File: src/rtl/prog_loader_if.sv
// Program byte stream and CPU memory write port used by prog_loader.
// The slave modport is the loader's view; master is the environment side.
interface prog_loader_if;
  logic       in_valid;
  logic [7:0] in_data;
  logic       in_ready;
  logic       mem_wr;
  logic [4:0] mem_addr;
  logic [7:0] mem_data;

  modport master (
    output in_valid, in_data,
    input  in_ready, mem_wr, mem_addr, mem_data
  );

  modport slave (
    input  in_valid, in_data,
    output in_ready, mem_wr, mem_addr, mem_data
  );
endinterface

File: src/rtl/prog_loader.sv
// Loads a program into CPU memory, releases CPU reset, and watches for halt or timeout.
// Optional LOADER_CHECKSUM_EN: a trailing mod-256 checksum byte gates the CPU release.
module prog_loader #(
  parameter int unsigned PROG_LEN    = 32,
  parameter logic [4:0]  EXPECT_PC   = 5'h17,
  parameter int unsigned TIMEOUT_CYC = 1000
) (
  input  logic         clk,
  input  logic         rst,
  input  logic         start,
  prog_loader_if.slave bus,
  output logic         cpu_rst,
  input  logic         cpu_halt,
  input  logic [4:0]   cpu_pc,
  output logic         done,
  output logic         pass,
  output logic         timeout,
  output logic         csum_err
);

  localparam logic [2:0] IDLE    = 3'd0;
  localparam logic [2:0] LOAD    = 3'd1;
  localparam logic [2:0] RELEASE = 3'd2;
  localparam logic [2:0] RUN     = 3'd3;
  localparam logic [2:0] DONE    = 3'd4;

  localparam int unsigned CntW = 6;

  logic [2:0]      state_q, state_d;
  logic [CntW-1:0] cnt_q, cnt_d;
  logic [15:0]     cyc_q, cyc_d;
  logic            rel_q, rel_d;
  logic            pass_q, pass_d;
  logic            timeout_q, timeout_d;
  logic            wr_q, wr_d;
  logic [4:0]      addr_q, addr_d;
  logic [7:0]      data_q, data_d;
  logic            accept;
`ifdef LOADER_CHECKSUM_EN
  logic [7:0]      sum_q, sum_d;
  logic            csum_err_q, csum_err_d;
`endif

  assign accept = bus.in_valid && (state_q == LOAD);

  always_comb begin
    state_d   = state_q;
    cnt_d     = cnt_q;
    cyc_d     = cyc_q;
    rel_d     = 1'b0;
    pass_d    = pass_q;
    timeout_d = timeout_q;
    wr_d      = 1'b0;
    addr_d    = addr_q;
    data_d    = data_q;
`ifdef LOADER_CHECKSUM_EN
    sum_d      = sum_q;
    csum_err_d = csum_err_q;
`endif
    case (state_q)
      IDLE, DONE: begin
        if (start) begin
          state_d   = LOAD;
          cnt_d     = '0;
          cyc_d     = '0;
          pass_d    = 1'b0;
          timeout_d = 1'b0;
`ifdef LOADER_CHECKSUM_EN
          sum_d      = '0;
          csum_err_d = 1'b0;
`endif
        end
      end
      LOAD: begin
        if (accept) begin
`ifdef LOADER_CHECKSUM_EN
          // Byte index PROG_LEN is the checksum: compared, never written.
          if (cnt_q == CntW'(PROG_LEN)) begin
            if (bus.in_data == sum_q) begin
              state_d = RELEASE;
            end else begin
              state_d    = DONE;
              csum_err_d = 1'b1;
            end
          end else begin
            wr_d   = 1'b1;
            addr_d = cnt_q[4:0];
            data_d = bus.in_data;
            cnt_d  = cnt_q + CntW'(1);
            sum_d  = sum_q + bus.in_data;
          end
`else
          wr_d   = 1'b1;
          addr_d = cnt_q[4:0];
          data_d = bus.in_data;
          cnt_d  = cnt_q + CntW'(1);
          if (cnt_q == CntW'(PROG_LEN - 1)) begin
            state_d = RELEASE;
          end
`endif
        end
      end
      RELEASE: begin
        // Two cycles so the final memory write lands while the CPU is still in reset.
        rel_d = 1'b1;
        if (rel_q) begin
          state_d = RUN;
          cyc_d   = '0;
        end
      end
      RUN: begin
        if (cpu_halt) begin
          state_d   = DONE;
          pass_d    = (cpu_pc == EXPECT_PC);
          timeout_d = 1'b0;
        end else if (cyc_q + 16'd1 == 16'(TIMEOUT_CYC)) begin
          state_d   = DONE;
          timeout_d = 1'b1;
          pass_d    = 1'b0;
        end else begin
          cyc_d = cyc_q + 16'd1;
        end
      end
      default: state_d = IDLE;
    endcase
  end

  always_ff @(posedge clk) begin
    if (rst) begin
      state_q   <= IDLE;
      cnt_q     <= '0;
      cyc_q     <= '0;
      rel_q     <= 1'b0;
      pass_q    <= 1'b0;
      timeout_q <= 1'b0;
      wr_q      <= 1'b0;
      addr_q    <= '0;
      data_q    <= '0;
`ifdef LOADER_CHECKSUM_EN
      sum_q      <= '0;
      csum_err_q <= 1'b0;
`endif
    end else begin
      state_q   <= state_d;
      cnt_q     <= cnt_d;
      cyc_q     <= cyc_d;
      rel_q     <= rel_d;
      pass_q    <= pass_d;
      timeout_q <= timeout_d;
      wr_q      <= wr_d;
      addr_q    <= addr_d;
      data_q    <= data_d;
`ifdef LOADER_CHECKSUM_EN
      sum_q      <= sum_d;
      csum_err_q <= csum_err_d;
`endif
    end
  end

  assign bus.in_ready = (state_q == LOAD);
  assign bus.mem_wr   = wr_q;
  assign bus.mem_addr = addr_q;
  assign bus.mem_data = data_q;
  assign done         = (state_q == DONE);
  assign pass         = pass_q;
  assign timeout      = timeout_q;
`ifdef LOADER_CHECKSUM_EN
  assign csum_err = csum_err_q;
`else
  assign csum_err = 1'b0;
`endif
  // A checksum failure parks in DONE with the CPU still held in reset.
  assign cpu_rst = !((state_q == RUN) || ((state_q == DONE) && !csum_err));

endmodule
File: src/flat_wrapper.sv
// flat-port wrapper written by rule: the top's interface ports become plain ports
module prog_loader_flat 
#(
  parameter int unsigned PROG_LEN    = 32,
  parameter logic [4:0]  EXPECT_PC   = 5'h17,
  parameter int unsigned TIMEOUT_CYC = 1000
)
  (clk, rst, start, cpu_rst, cpu_halt, cpu_pc, done, pass, timeout, csum_err, bus_in_valid, bus_in_data, bus_in_ready, bus_mem_wr, bus_mem_addr, bus_mem_data);
  prog_loader_if bus_i ();
  input  logic clk;
  input  logic rst;
  input  logic start;
  output logic cpu_rst;
  input  logic cpu_halt;
  input  logic [4:0] cpu_pc;
  output logic done;
  output logic pass;
  output logic timeout;
  output logic csum_err;
  input wire logic [$bits(bus_i.in_valid)-1:0] bus_in_valid;
  input wire logic [$bits(bus_i.in_data)-1:0] bus_in_data;
  output wire logic [$bits(bus_i.in_ready)-1:0] bus_in_ready;
  output wire logic [$bits(bus_i.mem_wr)-1:0] bus_mem_wr;
  output wire logic [$bits(bus_i.mem_addr)-1:0] bus_mem_addr;
  output wire logic [$bits(bus_i.mem_data)-1:0] bus_mem_data;
  assign bus_i.in_valid = bus_in_valid;
  assign bus_i.in_data = bus_in_data;
  assign bus_in_ready = bus_i.in_ready;
  assign bus_mem_wr = bus_i.mem_wr;
  assign bus_mem_addr = bus_i.mem_addr;
  assign bus_mem_data = bus_i.mem_data;
  prog_loader #(.PROG_LEN(PROG_LEN), .EXPECT_PC(EXPECT_PC), .TIMEOUT_CYC(TIMEOUT_CYC)) u_core (.clk(clk), .rst(rst), .start(start), .bus(bus_i), .cpu_rst(cpu_rst), .cpu_halt(cpu_halt), .cpu_pc(cpu_pc), .done(done), .pass(pass), .timeout(timeout), .csum_err(csum_err));
endmodule
File: config.mk
export PLATFORM = sky130hd
export DESIGN_NAME = prog_loader_flat
export DESIGN_NICKNAME = d
export VERILOG_FILES = /design/src/rtl/prog_loader_if.sv /design/src/rtl/prog_loader.sv /design/src/flat_wrapper.sv
export SDC_FILE = /design/constraint.sdc
export NUM_CORES = 1
export LEC_CHECK = 0
export BUFFER_PORTS_ARGS = -buffer_cell sky130_fd_sc_hd__buf_2
export CAP_MARGIN = 10
export CORE_ASPECT_RATIO = 1.2
export CORE_MARGIN = 1.5
export CORE_UTILIZATION = 40
export CTS_CLUSTER_DIAMETER = 60
export DETAILED_ROUTE_END_ITERATION = 6
export GPL_ROUTABILITY_DRIVEN = 0
export GPL_TIMING_DRIVEN = 0
export PLACE_DENSITY = 0.61
export SYNTH_ARGS = -nofsm -noshare
export SYNTH_HDL_FRONTEND = slang
export SYNTH_SLANG_ARGS = --single-unit
File: constraint.sdc
create_clock -name clk -period 2.75 [get_ports clk]
set_clock_uncertainty 0.2 [all_clocks]
set_input_delay 0.55 -clock clk [delete_from_list [all_inputs] [get_ports clk]]
set_output_delay 0.55 -clock clk [all_outputs]
set_load 0.005 [all_outputs]
**Word-level counts from Yosys, hierarchy flattened**

Index checks and enable logic that the tools add are counted.

- Register bits after elaboration: 42
- Output and inout bits: 20
- Logic and storage cells: 64

- Add/subtract/negate cells: 2
- Eq/ne operators: 14
- Mux-type cells: 24
- Bitwise logic cells: 1
- Reductions and logical operators: 14

Operators with widths:

| operator | count |
|---|---|
| 16-bit 2-to-1 mux | 4 |
| 16-bit case mux with 3 select lines | 1 |
| 3-bit 2-to-1 mux | 6 |
| 16-bit by 1-bit adder with 16-bit output, second input constant | 1 |
| 16-bit by 10-bit == test with 1-bit output, second input constant | 1 |
| 6-bit 2-to-1 mux | 2 |
| 3-bit case mux with 4 select lines | 1 |
| 6-bit case mux with 2 select lines | 1 |
| 5-bit AND reduction | 2 |
| 1-bit 2-to-1 mux | 7 |
| 6-bit by 1-bit adder with 6-bit output, second input constant | 1 |
| 3-bit by 2-bit == test with 1-bit output, second input constant | 2 |
| 6-bit by 5-bit == test with 1-bit output, second input constant | 1 |
| 2-bit by 1-bit inequality test with 1-bit output, second input constant | 3 |
| 2-bit inequality test, second input constant | 3 |
| 3-bit AND reduction | 2 |
| 5-bit == test, second input constant | 1 |
| 1-bit case mux with 2 select lines | 2 |
| 2-bit nonzero test | 2 |
| 2-bit OR reduction | 2 |
| 3-bit by 1-bit == test with 1-bit output, second input constant | 1 |
| 3-bit == test, second input constant | 1 |
| 3-bit zero test | 1 |
| 3-bit by 2-bit inequality test with 1-bit output, second input constant | 1 |
| 6 further kinds | 6 |

**Depth between registers and ports, before layout**

- Word-level depth: 5
- Gate-level depth with buffers: 11

**Worst setup path before layout**

Ideal clock, no wire load.

- Path type: register to register
- Start: reg u_core.cyc_q[0]
- End: reg u_core.cyc_q[3]
- Setup time: 117 ps
- Arrival: 2450 ps
- Data required time: 2433 ps
- Path slack: -17 ps
- Cell stages (with the launch flop): 11
- Path buffers: 2
- Cells stage by stage: dfxtp_1 > ha_1 > buf_4 > nand4_1 > or3_1 > buf_6 > nand2_4 > o21ai_2 > a311o_2 > a221o_1 > a32o_1

- Cells in the longest elaborated chain, start to end: 4

RTL lines:

| what | line | source |
|---|---|---|
| start, declared | prog_loader.sv:31 | `logic [15:0] cyc_q, cyc_d;` |
| start signal, assigned | prog_loader.sv:146 | `cyc_q <= cyc_d;` |
| 16-bit by 1-bit adder with 16-bit output (*) | prog_loader.sv:116, prog_loader.sv:121 |  |
| 16-bit by 10-bit == test with 1-bit output / 16-bit 2-to-1 mux (equally long branches) | prog_loader.sv:116 | `end else if (cyc_q + 16'd1 == 16'(TIMEOUT_CYC)) begin` |
| 2-bit inequality test (no source line) / 16-bit 2-to-1 mux (equally long branches) | n/a |  |
| 5-bit AND reduction (no source line) / 16-bit case mux with 3 select lines (equally long branches) | n/a |  |

Every way passes the cells marked *; elsewhere a longest branch is shown, timed or not. The select of a mux whose other input is x is not followed.
A chain may end at the register's enable or synchronous reset.

**Final worst setup path**

- Start: reg u_core.cyc_q[1]
- End: reg u_core.cyc_q[11]

Same word-level chain as after synthesis.

==> summary by stage <==
Synthesis
During synthesis, Yosys emitted a total of 0 warnings. The number of distinct standard cells referenced by the synthesized netlist is 65. Sequential cells were found to cover 37.0% of the synthesized design area. In the synthesized netlist the async set-or-reset flop fraction comes to 0%. Among all cell types in the netlist, the one instantiated most often is sky130_fd_sc_hd__nand2_1. The number of nets in the synthesized netlist is 307. The dominant register cell in the synthesized netlist is sky130_fd_sc_hd__dfxtp_1. In this run, synthesis produced a sequential element count of 42. The synthesized netlist occupies a cell area of 2270 µm². The synthesized design contains 0 enable-type register cells. A synthesized cell averages 7.94 µm². By count the netlist is led by 53 x sky130_fd_sc_hd__nand2_1, 42 x sky130_fd_sc_hd__dfxtp_1, 26 x sky130_fd_sc_hd__a21oi_1, 19 x sky130_fd_sc_hd__nor2_1, 14 x sky130_fd_sc_hd__o21ai_0. Ranked by total cell area, the synthesized netlist is headed by sky130_fd_sc_hd__dfxtp_1 37%, sky130_fd_sc_hd__nand2_1 8.8%, sky130_fd_sc_hd__a21oi_1 5.7%, sky130_fd_sc_hd__nor2_1 3.1%, sky130_fd_sc_hd__o21ai_0 3.1%. The cell accounting for the most synthesized area is sky130_fd_sc_hd__dfxtp_1.

The top-area cell type share of the netlist area is 37.0%. The post-synthesis instance total is 286.

Setup path
At the worst endpoint, the required time is 2.75 ns. The longest individual stage delay on the worst path is 0.55 ns. The launching element of the worst setup path is u_core.cyc_q[1]. The critical path goes through ha_4 > or3b_2 > or4_2 > nand3_2 > nand4b_1 > o21ai_4 > o32ai_2 > o21bai_1. For the worst flop-to-flop path, the logic depth is 8. The worst setup path is captured at a flop.

The critical path class is reg2reg. Data on the critical path arrives at its endpoint at 2.69 ns. The slowest stage of the critical path is the sky130_fd_sc_hd__or4_2 cell. The origin of the critical flop-to-flop path is u_core.cyc_q[1]. In this run the worst path has a maximum fanout of 6. The startpoint type of the worst setup path is a flop.

GRT
The wire length of the first global-routing pass is 9760 µm. The largest net degree at the start of global routing is 14. The number of antenna violations at the first check in global routing was 0.

The number of global-route vias before repair is 2,127. The global router's overall resource usage is 19.9%. The total grt overflow is 0.

Floorplanning
The initial cell density of the core is 42.3%. After floorplanning, the core was divided into 29 placement rows. The floorplan step set the die height to 85.5 µm. The core region is 5370 µm².

The die area is 6140 µm². The number of primary I/O pins is 38. The die extent in x is 71.8 µm.

Power and ir drop
For this design the static power due to leakage is 1.05 nW. The total power consumption of the routed design is 1.65 mW. The power density of the placed cells is 587 nW/µm².

Across the VDD grid, the largest voltage drop is 0.000356 V.

Routing
The final route contains 2,216 vias. The number of iterations in the first detailed-routing pass is 7. The detail-routed via count per cell is 5.55. The number of remaining DRC errors is 4. The routed design has 5830 µm of wire. The number of nets with antenna violations after detailed routing is 0. The initial DRC count is 132. The detail-routed net length per standard cell is 14.6 µm.

Worst hold path
The startpoint of the lowest-slack hold path is u_core.bus.mem_data[2]. The worst min-delay path class is reg2reg. The count of cells along the worst hold path is 2.

CTS
The cell chosen for the clock root is sky130_fd_sc_hd__clkbuf_8. TritonCTS created 5 clock buffers. The post-cts hold buffer count is 0. The H-tree depth reported by CTS is 2.

Counting along the longest clock path gives a buffer depth of 2. For this design, the sink count on the clock tree is 42. After clock tree synthesis, the clock-pin slew on the worst setup and hold paths is 0.09 ns. The TritonCTS clock tree is done.

The clock insertion delay at the later pin of the skew report is 0.30 ns.

STA
The number of max-slew violations in the final report is 0. The time the worst path needs with I/O delays and setup is 2.70 ns. Setup repair after global routing could not meet its margin everywhere. The final hold violation count was 0. Setup violations remaining at the end of the flow were counted as 0. The worst path uses 98.1% of the clock period. The relative max-transition margin is 52.5%. The worst-margin pin slew is 0.713 ns. Derived from the worst setup path, the maximum achievable clock frequency is 0.371 GHz.

Final layout
The end-of-flow core utilization is 52.3%. The final net count is 357. After the flow finishes, the layout carries non-filler instances totaling 399.

The diode insertion count for antenna repair is 0. The share of post-route cells with drive strength above 1 is 26.7%. Relative to the synthesized area, the layout overhead comes to 23.6%.

Placement
The total of buffers placed on input and output ports is 36. Detailed placement ended at an HPWL of 4120 µm. The count of placed standard cells including taps is 384.

Flow run
The number of maximum-capacitance violations is 0.

Run status
The checks that failed: DRC. The flow ran to the end, but the final reports show violations.
[cell usage in the layout, fill, tap and decap left out, types with 5 or more instances in the layout]
master / netlist / final
sky130_fd_sc_hd__dfxtp_1: 42 / 38
sky130_fd_sc_hd__inv_1: 9 / 9
sky130_fd_sc_hd__a21oi_1: 26 / 26
sky130_fd_sc_hd__buf_4: 6 / 13
sky130_fd_sc_hd__o21ai_0: 14 / 12
sky130_fd_sc_hd__nand4_1: 8 / 8
sky130_fd_sc_hd__nand3_1: 11 / 9
sky130_fd_sc_hd__nor3_1: 5 / 5
sky130_fd_sc_hd__nand2_1: 53 / 53
sky130_fd_sc_hd__clkbuf_8: 1 / 7
sky130_fd_sc_hd__clkbuf_1: 7 / 7
sky130_fd_sc_hd__nor2_1: 19 / 19
sky130_fd_sc_hd__buf_2: 0 / 36
[sequential cells by signal, indices dropped and copies added (netlist names)]
signal and count:
u_core.cyc_q 16, u_core.bus.mem_data 8, u_core.cnt_q 6, u_core.bus.mem_addr 5, u_core.state_q 3, u_core.bus.mem_wr 1, u_core.pass 1, u_core.rel_q 1
u_core.timeout 1
[what timing repair did]
| item | in CTS | in global routing |
|---|---|---|
| hold endpoints to repair | 0 | 0 |
| setup buffers | 4 | 4 |
| pin swaps | 5 | 9 |
| gates resized for setup | 12 | 14 |
| setup endpoints to repair | 20 | 18 |
[metrics by stage]
step / worst slack (ns) / cell area (µm²) / hold slack, ns / setup TNS (ns)
after floorplan: 0.00559 / 2270 / 0.253 / 0
after global placement: -0.213 / 2530 / 0.240 / -2.70
after detailed placement: -0.219 / 2530 / 0.243 / -2.92
after CTS: 0.00728 / 2700 / 0.255 / 0
after global routing: -0.0375 / 2810 / 0.272 / -0.0441
final: 0.0525 / 2810 / 0.252 / 0
[cell type report]
cell class              instances  area [µm²]
fillers                       532        2560
multi-input cells             218        1410
repair buffers                 44         240
flip-flops and latches         42         851
clock buffers                   6        82.6
well taps                      62        77.6
plain buffers                  16         104
clock inverters                 2        12.5
inverters                       9        33.8
[kinds of logic (layout without fill, tap and decap cells)]
family | after synthesis | count (layout) | synth area share [%]
AO/OA/AOI/OAI | 79 | 79 | 23.2
XOR/XNOR | 4 | 4 | 1.54
adder cells (fa/ha/maj) | 3 | 3 | 1.65
buffers and inverters | 26 | 77 | 6.39
flip-flops | 42 | 42 | 37.0
multiplexers | 2 | 2 | 0.882
other | 1 | 1 | 0.165
AND/OR/NAND/NOR | 129 | 129 | 29.1
[worst paths after layout]
path         slack [ns]                endpoint
max                0.05        u_core.cyc_q[11]
min                0.25  u_core.bus.mem_data[2]
max reg2reg        0.05        u_core.cyc_q[11]
min reg2reg        0.25  u_core.bus.mem_data[2]
[worst max-delay path: cells and delay by family, from the launching register on]
kind,cells,cell delay [ns]
flip-flops,1,0.36
adder cells (fa/ha/maj),1,0.16
AND/OR/NAND/NOR,4,1.26
AO/OA/AOI/OAI,3,0.61
[where the power goes]
group / switching, mW / internal, mW / total [mW]
Combinational: 0.333 / 0.216 / 0.549
Sequential: 0.0294 / 0.646 / 0.676
Clock: 0.221 / 0.202 / 0.423
Total: 0.584 / 1.06 / 1.65
[per-layer routing]
| layer | vias up | GRT usage (%) | wire length [µm] |
|---|---|---|---|
| met1 | 1028 | 22.4 | 2470 |
| met5 | - | 0 | 0 |
| met4 | 0 | 9.09 | 40 |
| met3 | 4 | 4.11 | 255 |
| li1 | 1132 | - | - |
| met2 | 52 | 35.6 | 3070 |
No activity file was read; power rests on OpenSTA's default activity.
